--- config.mk ---
export PLATFORM = sky130hd
export DESIGN_NAME = snake_head_ctrl_flat
export DESIGN_NICKNAME = d
export VERILOG_FILES = /design/src/rtl/snake_head_ctrl_pkg.sv /design/src/rtl/snake_head_ctrl_if.sv /design/src/rtl/snake_coord_step.sv /design/src/rtl/snake_head_ctrl.sv /design/src/flat_wrapper.sv
export SDC_FILE = /design/constraint.sdc
export NUM_CORES = 1
export LEC_CHECK = 0
export CORE_MARGIN = 4
export CORE_UTILIZATION = 54
export CTS_BUF_LIST = sky130_fd_sc_hd__clkbuf_8
export DETAILED_ROUTE_END_ITERATION = 8
export PLACE_DENSITY = 0.88
export RECOVER_POWER = 25
export SYNTH_ARGS = -nofsm -noshare
export SYNTH_HDL_FRONTEND = slang
export SYNTH_SLANG_ARGS = --single-unit
--- constraint.sdc ---
create_clock -name clk -period 2.3 [get_ports clk]
set_input_delay 0.345 -clock clk [delete_from_list [all_inputs] [get_ports clk]]
set_output_delay 0.345 -clock clk [all_outputs]
set_load 0.005 [all_outputs]
--- src/rtl/snake_head_ctrl_pkg.sv ---
// Shared types and helpers for the snake head controller: direction encoding,
// controller states and the default coordinate width.
package snake_pkg;

    localparam int COORD_W = 5;

    typedef enum logic [1:0] {
        DIR_RIGHT = 2'b00,
        DIR_DOWN  = 2'b01,
        DIR_LEFT  = 2'b10,
        DIR_UP    = 2'b11
    } dir_t;

    typedef enum logic [1:0] {
        ST_IDLE = 2'b00,
        ST_RUN  = 2'b01,
        ST_HALT = 2'b10
    } state_t;

    // Opposite direction lives on the same axis with the sign bit flipped.
    function automatic logic [1:0] reverse(input logic [1:0] d);
        return d ^ 2'b10;
    endfunction

endpackage

--- src/rtl/snake_head_ctrl_if.sv ---
// Control/status bundle between the playfield logic and the head controller.
interface snake_head_ctrl_if #(
    parameter int COORD_W = snake_pkg::COORD_W
);
    logic               start;
    logic [1:0]         dir_req;
    logic               dir_req_valid;
    logic               collide;
    logic [COORD_W-1:0] head_x;
    logic [COORD_W-1:0] head_y;
    logic [1:0]         dir;
    logic               step_valid;
    logic               wrapped;
    logic               running;

    modport master (
        output start, dir_req, dir_req_valid, collide,
        input  head_x, head_y, dir, step_valid, wrapped, running
    );

    modport slave (
        input  start, dir_req, dir_req_valid, collide,
        output head_x, head_y, dir, step_valid, wrapped, running
    );
endinterface

--- src/rtl/snake_coord_step.sv ---
// One-axis coordinate stepper: +1 or -1 modulo 2^COORD_W, with a flag for
// crossing the playfield edge.
module snake_coord_step #(
    parameter int COORD_W = snake_pkg::COORD_W
) (
    input  logic [COORD_W-1:0] coord,
    input  logic               dec,
    output logic [COORD_W-1:0] coord_next,
    output logic               wrap
);
    logic [COORD_W-1:0] addend;

    // Decrement is an add of all-ones; the carry-out simply falls off.
    always_comb begin
        addend     = dec ? {COORD_W{1'b1}} : COORD_W'(1);
        coord_next = coord + addend;
        wrap       = dec ? (coord == '0) : (coord == {COORD_W{1'b1}});
    end
endmodule

--- src/rtl/snake_head_ctrl.sv ---
// Snake head position controller: IDLE/RUN/HALT FSM, movement-step divider,
// reversal-filtered direction requests and per-axis wrap-around stepping.
module snake_head_ctrl
    import snake_pkg::*;
#(
    parameter int                 COORD_W   = snake_pkg::COORD_W,
    parameter int                 TICK_DIV  = 4,
    parameter logic [COORD_W-1:0] START_X   = COORD_W'(16),
    parameter logic [COORD_W-1:0] START_Y   = COORD_W'(16),
    parameter logic [1:0]         START_DIR = 2'b00
) (
    input logic               clk,
    input logic               rst,
    snake_head_ctrl_if.slave  bus
);
    localparam int               CNT_W    = $clog2(TICK_DIV);
    localparam logic [CNT_W-1:0] CNT_LAST = CNT_W'(TICK_DIV - 1);

    state_t             state_q, state_d;
    logic [CNT_W-1:0]   cnt_q, cnt_d;
    logic [COORD_W-1:0] head_x_q, head_x_d;
    logic [COORD_W-1:0] head_y_q, head_y_d;
    logic [1:0]         dir_q, dir_d;
    logic [1:0]         pend_dir_q, pend_dir_d;
    logic               step_valid_q, step_valid_d;
    logic               wrapped_q, wrapped_d;
    logic               running;
    logic               step_fire;
    logic [COORD_W-1:0] x_next, y_next;
    logic               x_wrap, y_wrap;

    // Both axes are evaluated every cycle; pend_dir[0] picks which one commits.
    snake_coord_step #(.COORD_W(COORD_W)) u_step_x (
        .coord      (head_x_q),
        .dec        (pend_dir_q[1]),
        .coord_next (x_next),
        .wrap       (x_wrap)
    );

    snake_coord_step #(.COORD_W(COORD_W)) u_step_y (
        .coord      (head_y_q),
        .dec        (pend_dir_q[1]),
        .coord_next (y_next),
        .wrap       (y_wrap)
    );

    always_ff @(posedge clk or posedge rst) begin
        if (rst) begin
            state_q <= ST_IDLE;
        end else begin
            state_q <= state_d;
        end
    end

    always_comb begin
        state_d = state_q;
        if (bus.start) begin
            state_d = ST_RUN;
        end else if (state_q == ST_RUN && bus.collide) begin
            state_d = ST_HALT;
        end
    end

    always_comb begin
        running = (state_q == ST_RUN);
    end

    // Start and collide both pre-empt a step that would otherwise fire this cycle.
    always_comb begin
        step_fire    = (state_q == ST_RUN) && (cnt_q == CNT_LAST)
                       && !bus.collide && !bus.start;
        cnt_d        = cnt_q;
        head_x_d     = head_x_q;
        head_y_d     = head_y_q;
        dir_d        = dir_q;
        pend_dir_d   = pend_dir_q;
        step_valid_d = 1'b0;
        wrapped_d    = 1'b0;
        if (bus.start) begin
            cnt_d      = '0;
            head_x_d   = START_X;
            head_y_d   = START_Y;
            dir_d      = START_DIR;
            pend_dir_d = START_DIR;
        end else begin
            if (bus.dir_req_valid && (bus.dir_req != reverse(dir_q))) begin
                pend_dir_d = bus.dir_req;
            end
            if (state_q == ST_RUN && !bus.collide) begin
                cnt_d = (cnt_q == CNT_LAST) ? '0 : cnt_q + CNT_W'(1);
            end
            if (step_fire) begin
                dir_d        = pend_dir_q;
                step_valid_d = 1'b1;
                if (pend_dir_q[0]) begin
                    head_y_d  = y_next;
                    wrapped_d = y_wrap;
                end else begin
                    head_x_d  = x_next;
                    wrapped_d = x_wrap;
                end
            end
        end
    end

    always_ff @(posedge clk or posedge rst) begin
        if (rst) begin
            cnt_q        <= '0;
            head_x_q     <= START_X;
            head_y_q     <= START_Y;
            dir_q        <= START_DIR;
            pend_dir_q   <= START_DIR;
            step_valid_q <= 1'b0;
            wrapped_q    <= 1'b0;
        end else begin
            cnt_q        <= cnt_d;
            head_x_q     <= head_x_d;
            head_y_q     <= head_y_d;
            dir_q        <= dir_d;
            pend_dir_q   <= pend_dir_d;
            step_valid_q <= step_valid_d;
            wrapped_q    <= wrapped_d;
        end
    end

    assign bus.head_x     = head_x_q;
    assign bus.head_y     = head_y_q;
    assign bus.dir        = dir_q;
    assign bus.step_valid = step_valid_q;
    assign bus.wrapped    = wrapped_q;
    assign bus.running    = running;
endmodule

--- src/flat_wrapper.sv ---
// flat-port wrapper written by rule: the top's interface ports become plain ports
module snake_head_ctrl_flat import snake_pkg::*;
#(
    parameter int                 COORD_W   = snake_pkg::COORD_W,
    parameter int                 TICK_DIV  = 4,
    parameter logic [COORD_W-1:0] START_X   = COORD_W'(16),
    parameter logic [COORD_W-1:0] START_Y   = COORD_W'(16),
    parameter logic [1:0]         START_DIR = 2'b00
)
  (clk, rst, bus_start, bus_dir_req, bus_dir_req_valid, bus_collide, bus_head_x, bus_head_y, bus_dir, bus_step_valid, bus_wrapped, bus_running);
  snake_head_ctrl_if #(.COORD_W(COORD_W)) bus_i ();
  input logic clk;
  input logic rst;
  input wire logic [$bits(bus_i.start)-1:0] bus_start;
  input wire logic [$bits(bus_i.dir_req)-1:0] bus_dir_req;
  input wire logic [$bits(bus_i.dir_req_valid)-1:0] bus_dir_req_valid;
  input wire logic [$bits(bus_i.collide)-1:0] bus_collide;
  output wire logic [$bits(bus_i.head_x)-1:0] bus_head_x;
  output wire logic [$bits(bus_i.head_y)-1:0] bus_head_y;
  output wire logic [$bits(bus_i.dir)-1:0] bus_dir;
  output wire logic [$bits(bus_i.step_valid)-1:0] bus_step_valid;
  output wire logic [$bits(bus_i.wrapped)-1:0] bus_wrapped;
  output wire logic [$bits(bus_i.running)-1:0] bus_running;
  assign bus_i.start = bus_start;
  assign bus_i.dir_req = bus_dir_req;
  assign bus_i.dir_req_valid = bus_dir_req_valid;
  assign bus_i.collide = bus_collide;
  assign bus_head_x = bus_i.head_x;
  assign bus_head_y = bus_i.head_y;
  assign bus_dir = bus_i.dir;
  assign bus_step_valid = bus_i.step_valid;
  assign bus_wrapped = bus_i.wrapped;
  assign bus_running = bus_i.running;
  snake_head_ctrl #(.COORD_W(COORD_W), .TICK_DIV(TICK_DIV), .START_X(START_X), .START_Y(START_Y), .START_DIR(START_DIR)) u_core (.clk(clk), .rst(rst), .bus(bus_i));
endmodule
[After elaboration in Yosys (flattened, before gate mapping)]
Index checks and enable logic that the tools add are counted.
Operators by class
  add/subtract/negate cells: 3
  multiply operators: 0
  div/mod/pow operators: 0
  magnitude comparators: 0
  eq/ne operators: 6
  shift-type cells: 0
  multiplexer cells: 23
  bitwise operators: 1
  reduce and logical (&&, ||, !) cells: 17
Operators with widths (number)
  5-bit 2-to-1 mux: 7
  2-bit 2-to-1 mux: 9
  5-bit adder: 2
  5-bit equality test (second input constant): 2
  5-bit logical NOT: 2
  2-bit nonzero test: 5
  1-bit 2-to-1 mux: 7
  1-bit logical AND: 6
  2-bit AND reduction: 2
  2-bit by 1-bit adder with 2-bit output (second input constant): 1
  2-bit by 1-bit equality test with 1-bit output (second input constant): 1
  2-bit equality test (second input constant): 1
  1-bit logical NOT: 2
  2-bit inequality test: 1
  2-bit inequality test (second input constant): 1
  1-bit inverter: 1
Word-level totals
  register bits after elaboration: 20
  latch bits: 0
  bits in writable memories: 0
  ROM bits: 0
  bits of input ports: 7
  logic and storage cells: 58
  memories kept: 0

[Logic depth before layout (Yosys ltp)]
Gate-level depths: netlist (run 1).
  depth after elaboration: 6
  depth in mapped cells: 6
  depth with buffers taken out: 6

[Cells and area by module]
From an unflattened synthesis (run 1), not the netlist that was laid out.
Second synthesis, totals
  cells, all modules: 138
  area, all modules: 1361.3 sq um
Modules (own cells, without submodules)
  snake_head_ctrl: instances 1, cells each 92, area an instance 1018.5 sq um, seq. area each 503.0 sq um
  snake_coord_step: instances 2, cells each 23, area an instance 171.4 sq um, seq. area each 0.0 sq um

[Worst setup path after synthesis (run 1)]
OpenSTA, ideal clock, no wires.
  path kind: reg-to-reg
  start: register u_core.pend_dir_q[1]
  end: register u_core.head_y_q[4], in the netlist u_core.bus.head_y[4]
  library setup time: 0.075 ns
  data arrival time: 1.740 ns
  required time: 2.225 ns
  path slack: 0.485 ns
  cell stages (with the launch flop): 7
  cells stage by stage: dfrtp_1 inv_1 fa_1 nand2b_1 a21oi_1 mux2i_1 mux2i_1
Between the ends
  longest elaborated chain between the ends: 5
RTL lines
  start, declared: line snake_head_ctrl.sv:24  | logic [1:0] pend_dir_q, pend_dir_d;
  start signal, assigned: line snake_head_ctrl.sv:120  | pend_dir_q <= pend_dir_d;
  5-bit 2-to-1 mux: line snake_coord_step.sv:15  | addend = dec ? {COORD_W{1'b1}} : COORD_W'(1);
  5-bit adder: line snake_coord_step.sv:16  | coord_next = coord + addend;
  5-bit 2-to-1 mux: line snake_head_ctrl.sv:95  | if (pend_dir_q[0]) begin
  5-bit 2-to-1 mux: line snake_head_ctrl.sv:92  | if (step_fire) begin
  5-bit 2-to-1 mux: line snake_head_ctrl.sv:79  | if (bus.start) begin
  end signal, assigned: line snake_head_ctrl.sv:118  | head_y_q <= head_y_d;
  end, declared: line snake_head_ctrl.sv:22  | logic [COORD_W-1:0] head_y_q, head_y_d;
Every way passes these cells. The select of a mux whose other input is x is not followed.
A chain may end at the register's enable or synchronous reset.

[Worst setup path after layout (run 1)]
  start: register u_core.head_x_q[0], in the netlist u_core.bus.head_x[0]
  end: register u_core.head_x_q[4], in the netlist u_core.bus.head_x[4]
Between the ends
  longest elaborated chain between the ends: 4
RTL lines
  start, declared: line snake_head_ctrl.sv:21  | logic [COORD_W-1:0] head_x_q, head_x_d;
  start signal, assigned: line snake_head_ctrl.sv:109  | head_x_q <= START_X;
  start signal, assigned: line snake_head_ctrl.sv:117  | head_x_q <= head_x_d;
  5-bit adder: line snake_coord_step.sv:16
  5-bit 2-to-1 mux: line snake_head_ctrl.sv:95
  5-bit 2-to-1 mux: line snake_head_ctrl.sv:92
  5-bit 2-to-1 mux: line snake_head_ctrl.sv:79
Every way passes these cells. The select of a mux whose other input is x is not followed.

==> run summary, run 1 <==
run status = complete, no violations
proportion of power drawn by combinational gates = 9.8%
total of hold buffers inserted after clock tree synthesis = 0
final setup TNS = 0 ps
number of optimization iterations in the first detailed-route pass = 4
cell-internal power = 629 uW
wire per inst = 16.5 um
# IOs = 22
Placed Instances = 172
final setup vio count = 0
number of different library cells in the post-synthesis netlist = 37
Max FO, Critical Path = 6
post-synthesis register bit count = 20
pin count of the biggest net entering global routing = 21
worst ir drop on vdd = 0.422 mV
initial antenna violation count = 0
highest attainable clock frequency = 0.521 GHz
CP max stage delay = 440 ps
TritonCTS clock tree = built
switching component of the power = 183 uW
number of global-route vias before repair = 1067
depth of the worst register-to-register path = 6
GRT Util Overall = 20.1%
RSZ-0062 raised after global routing = false
worst min-delay path class = reg2reg
switching power share of the total = 22.6%
cts repair resizes = 0
leftover overflow at the end of global routing = 0
kind of start point of the critical path = register
cell at the root of the clock tree = sky130_fd_sc_hd__clkbuf_8
GPL Wtd Cong = 0.838
die footprint = 3150 um^2
biggest area consumer among synthesized cells = sky130_fd_sc_hd__dfrtp_1
number of buffers inserted during clock tree synthesis = 3
H-tree Lvls = 1
first-pass GRT wire length = 4980 um
CP required = 2490 ps
detailed-placement wirelength estimate = 2050 um
Final Skew = 10.6 ps
count of pins over their slew limit = 0
static power due to leakage = 0.000662 uW
Syn Nets = 141
Port Buffer Count = 21
fraction of final layout cells with drive strength greater than 1 = 10.1%
count of vias placed by the detailed router = 1042
total power divided by cell area = 518 nW/um^2
portion of total power attributed to sequential cells = 45.6%
Worst Max-Slew Pin Slew = 795 ps
final setup margin = 381 ps
post-CTS clock slew at the launch and capture registers of the worst setup and hold paths = 70 ps
Yosys warning total = 0
top-area cell type share of the netlist area = 36.0%
largest buffer count on any clock path = 2
CTS Sinks = 20
tightest hold margin = 539 ps
Critical Setup Path Class = reg2reg
Antenna diodes = 0
CP Data Arrival Time = 2110 ps
Residual DRC = 0
slew margin rel. = 46.9%
y dimension of the die = 56.1 um
post-CTS setup repair buffer count = 0
post-synthesis average cell area = 10.0 um^2
final net count = 165
fraction of synthesis flops using an asynchronous set or reset pin = 100%
gate count of the mapped netlist = 125
number of cell rows = 17
fraction of power consumed by the clock network = 44.6%
cell types with the largest area share after synthesis = sky130_fd_sc_hd__dfrtp_1 36%, sky130_fd_sc_hd__ha_1 7.0%, sky130_fd_sc_hd__mux2i_1 6.4%, sky130_fd_sc_hd__nor2_1 4.8%, sky130_fd_sc_hd__dfstp_2 4.2%
count of flip-flops with a built-in enable after synthesis = 0
starting utilization of the core area = 56.6%
number of hold-slack violations in the final timing report = 0
cell mode on critical path = sky130_fd_sc_hd__mux2i_1
sequential fraction of the synthesis area = 40.2%
most common flop cell mapped by yosys = sky130_fd_sc_hd__dfrtp_1
die boundary width = 56.1 um
worst skew pair latency = 270 ps
post-layout min period = 1920 ps
# Max-Cap Violations = 0
area added between synthesis and finish = 25.3%
Hold Crit Depth = 2
post-placement setup slack = 253 ps
via count normalized by instance count = 5.92
utilization of the core after routing = 70.9%
Period Utilization, post-route = 83.5%
cell area after technology mapping = 1250 um^2
ANT nets after route = 0
ordered cell list for the critical path = inv_1 -> fa_1 -> nand2b_1 -> a21oi_1 -> mux2i_1 -> mux2i_1
sort of element at the end of the critical path = register
DR iter-0 viols = 24
detailed-route wire length = 2900 um
number of standard cells in the final layout excluding fillers = 176
placeable core region = 2210 um^2
worst-path cell with the longest stage delay = sky130_fd_sc_hd__dfrtp_1
[per-layer routing]
metal / GRT usage, % / routed length (um)
met1: 24.6 / 1210
met5: 0 / 0
met2: 33.9 / 1450
met4: 9.15 / 65
met3: 3.71 / 169
[state kept, by name, summed over array words and instances, names as in the netlist]
| name | count |
|---|---|
| u_core.cnt_q | 2 |
| u_core.bus.head_x | 5 |
| u_core.pend_dir_q | 2 |
| u_core.bus.wrapped | 1 |
| u_core.bus.step_valid | 1 |
| u_core.state_q | 2 |
| u_core.bus.dir | 2 |
| u_core.bus.head_y | 5 |
[placed cells by master, fill, tap and decap left out, drive strengths merged, types with 2 or more instances in the layout]
| cell | synthesis | routed |
|---|---|---|
| or4b | 3 | 3 |
| inv | 9 | 9 |
| a311oi | 2 | 2 |
| nand4 | 2 | 2 |
| nor2b | 3 | 3 |
| clkbuf | 3 | 3 |
| buf | 1 | 2 |
| dfstp | 2 | 2 |
| dfrtp | 18 | 18 |
| nand3 | 3 | 3 |
| o21ai | 3 | 3 |
| or3 | 2 | 2 |
| fa | 2 | 2 |
| clkdlybuf4s50 | 0 | 19 |
| nor3 | 2 | 2 |
| a21o | 2 | 2 |
| a21oi | 10 | 10 |
| and4 | 2 | 2 |
| dlygate4sd3 | 0 | 2 |
| nand2 | 6 | 6 |
| mux2i | 8 | 8 |
| xnor2 | 3 | 3 |
| nand2b | 4 | 4 |
| ha | 7 | 7 |
| nor2 | 17 | 17 |
[stage by stage]
| stage | area, um^2 | power, uW |
|---|---|---|
| finish | 1570 | 812 |
| global route | 1570 | 835 |
| CTS | 1570 | 812 |
| detailed placement | 1500 | 457 |
| global placement | 1500 | 452 |
| floorplan | 1250 | 423 |
[synthesized netlist by cell type, drive strengths merged, types with 3 or more instances]
cell type / number
nor2b: 3
xnor2: 3
mux2i: 8
a21oi: 10
nor2: 17
or4b: 3
ha: 7
clkbuf: 3
nand2: 6
nand2b: 4
o21ai: 3
dfrtp: 18
nand3: 3
inv: 9
[layout make-up]
| class | instances | area, um^2 |
|---|---|---|
| Multi-Input combinational cell | 92 | 699 |
| Fill cell | 178 | 644 |
| Sequential cell | 20 | 503 |
| Timing Repair Buffer | 23 | 225 |
| Clock buffer | 3 | 41.3 |
| Tap cell | 28 | 35.0 |
| Inverter | 9 | 33.8 |
| Clock inverter | 1 | 30.0 |
[power by group through the flow]
stage	Sequential (uW)	Clock, uW	Combinational [uW]
after floorplan	375	0	48.4
after global placement	376	0	76.1
after detailed placement	377	0	79.8
after CTS	370	361	80.9
after global routing	372	374	88.6
final	370	362	79.5
[critical path, delay by kind of cell, from the launching register on]
family                     cells  cell delay, ps
buffers and inverters          1              90
DFF                            1             440
adders and majority gates      1             440
and+or+nand+nor                1             170
AOI/OAI and AO/OA              1             200
muxes                          2             510
[final timing paths]
path                                       from                   end  slack (ps)
setup / recovery           u_core.bus.head_x[0]  u_core.bus.head_x[4]         380
hold / removal                  u_core.cnt_q[1]       u_core.cnt_q[1]         540
setup reg to reg           u_core.bus.head_x[0]  u_core.bus.head_x[4]         380
max in group asynchronous                   rst  u_core.bus.head_x[0]        1140
hold reg to reg                 u_core.cnt_q[1]       u_core.cnt_q[1]         540
min in group asynchronous                   rst     u_core.state_q[0]         650
[logic make-up (layout without fill, tap and decap cells)]
logic type	count (synthesis)	in the layout	synth area share [%]
multiplexers	8	8	6.40
AND/OR/NAND/NOR	49	49	24.9
flip-flops	20	20	40.2
AO/OA/AOI/OAI	22	22	11.6
adder cells (fa/ha/maj)	9	9	10.2
buffers and inverters	13	36	3.90
XOR/XNOR	4	4	2.80
Note: power is estimated with default switching activity, not from simulation.
==> run 2: changes to the inputs <==
clock period = 2 ns   (was 2.3 ns; I/O delays follow)
==> run summary, run 2 (same netlist as run 1, synthesis figures left out) <==
Hold Crit Depth = 2
static power due to leakage = 0.000679 uW
number of global-route vias before repair = 1080
CP max stage delay = 440 ps
number of buffers inserted during clock tree synthesis = 3
number of hold-slack violations in the final timing report = 0
final setup TNS = 0 ps
CTS Sinks = 20
detailed-route wire length = 2870 um
final net count = 171
die footprint = 3150 um^2
run status = complete, no violations
sum of buffers and inverters on the critical path = 1
most common cell after layout, fill and taps aside = sky130_fd_sc_hd__clkdlybuf4s50_1
cell mode on critical path = sky130_fd_sc_hd__mux2i_1
Antenna diodes = 0
Final Skew = 4.88 ps
post-layout min period = 1820 ps
ANT nets after route = 0
y dimension of the die = 56.1 um
RSZ-0062 raised after global routing = false
wire per inst = 15.8 um
GPL Wtd Cong = 0.899
largest buffer count on any clock path = 2
worst min-delay path class = reg2reg
worst skew pair latency = 260 ps
sort of element at the end of the critical path = register
routing layer with the top usage in global route = met2
met3 capacity usage during global routing = 3.25%
detailed-placement wirelength estimate = 2140 um
Critical Setup Path Class = reg2reg
via count normalized by instance count = 5.87
family with the most delay on the worst path = flip-flops
final setup vio count = 0
placeable core region = 2210 um^2
pin count of the biggest net entering global routing = 21
total power divided by cell area = 524 nW/um^2
number of optimization iterations in the first detailed-route pass = 4
cell at the root of the clock tree = sky130_fd_sc_hd__clkbuf_8
worst ir drop on vdd = 0.437 mV
Worst Max-Slew Pin Slew = 1080 ps
DR iter-0 viols = 34
TritonCTS clock tree = built
initial antenna violation count = 0
first-pass GRT wire length = 4810 um
count of vias placed by the detailed router = 1068
met1 track demand over resource = 24.8%
H-tree Lvls = 1
fraction of final layout cells with drive strength greater than 1 = 13.6%
CP Data Arrival Time = 2010 ps
worst-path cell with the longest stage delay = sky130_fd_sc_hd__dfrtp_1
number of standard cells in the final layout excluding fillers = 182
die boundary width = 56.1 um
Period Utilization, post-route = 91.1%
met2 routing resource usage after global routing = 32.6%
# Max-Cap Violations = 0
Max FO, Critical Path = 6
kind of start point of the critical path = register
# IOs = 22
leading cell types in the layout, fill and taps excluded = 20 x sky130_fd_sc_hd__clkdlybuf4s50_1, 17 x sky130_fd_sc_hd__dfrtp_1, 16 x sky130_fd_sc_hd__nor2_1
Residual DRC = 0
slew margin rel. = 27.9%
count of pins over their slew limit = 0
Port Buffer Count = 21
depth of the worst register-to-register path = 6
Stages on worst setup path = 6
number of cell rows = 17
leftover overflow at the end of global routing = 0
starting utilization of the core area = 56.6%
ordered cell list for the critical path = inv_1 -> fa_1 -> nand2b_1 -> a21oi_1 -> mux2i_1 -> mux2i_1
GRT Util Overall = 19.3%
area added between synthesis and finish = 27.4%
CP required = 2190 ps
Placed Instances = 177
post-CTS clock slew at the launch and capture registers of the worst setup and hold paths = 70 ps
highest attainable clock frequency = 0.549 GHz
[run 2: worst register-to-register path, cell delays in order (launching register included)]
cell                       delay, ps
sky130_fd_sc_hd__dfrtp_1         440
sky130_fd_sc_hd__inv_1            90
sky130_fd_sc_hd__fa_1            430
sky130_fd_sc_hd__nand2b_1        180
sky130_fd_sc_hd__a21oi_1         180
sky130_fd_sc_hd__mux2i_1         240
sky130_fd_sc_hd__mux2i_1         200
[run 2: worst paths after layout]
kind,slack [ps],to,from
setup reg to reg,180,u_core.bus.head_x[4],u_core.bus.head_x[0]
setup / recovery,180,u_core.bus.head_x[4],u_core.bus.head_x[0]
max in group asynchronous,470,u_core.bus.head_y[1],rst
hold / removal,550,u_core.cnt_q[1],u_core.cnt_q[1]
hold reg to reg,550,u_core.cnt_q[1],u_core.cnt_q[1]
min in group asynchronous,810,u_core.state_q[1],rst
[run 2: power breakdown]
| part | internal [uW] | switching [uW] | leakage, uW |
|---|---|---|---|
| Sequential | 413 | 10.5 | 0.000264 |
| Clock | 175 | 139 | 0.0000288 |
| Combinational | 45.5 | 51.7 | 0.000387 |
[run 2: layout make-up]
class / count / area [um^2]
clock buffer: 4 / 55.1
fill: 163 / 618
inverter: 9 / 33.8
multi-input combinational: 92 / 699
sequential: 20 / 504
tap: 28 / 35.0
timing repair buffer: 29 / 267
[run 2: metal layers]
layer	vias to the layer above	wire, um
met2	37	1480
met5	-	0
li1	507	-
met3	4	172
met1	520	1180
met4	0	27
[run 2: timing repair]
item / CTS / global route
endpoints found under the setup margin: 0 / 1
hold buffers: 0 / 0
gates resized for setup: 0 / 1
setup buffers: 0 / 1
[run 2: per-stage QoR]
stage                     util [%]  setup WS [ps]  area, um^2  total power [uW]  hold slack [ps]
after floorplan                  -            185        1250               487              262
after global placement        69.3           96.9        1530               524              508
after detailed placement      69.3           37.3        1530               530              531
after CTS                     71.8            159        1590               840              374
after global routing          72.1           5.73        1590               870              577
final                         72.1            178        1590               835              546
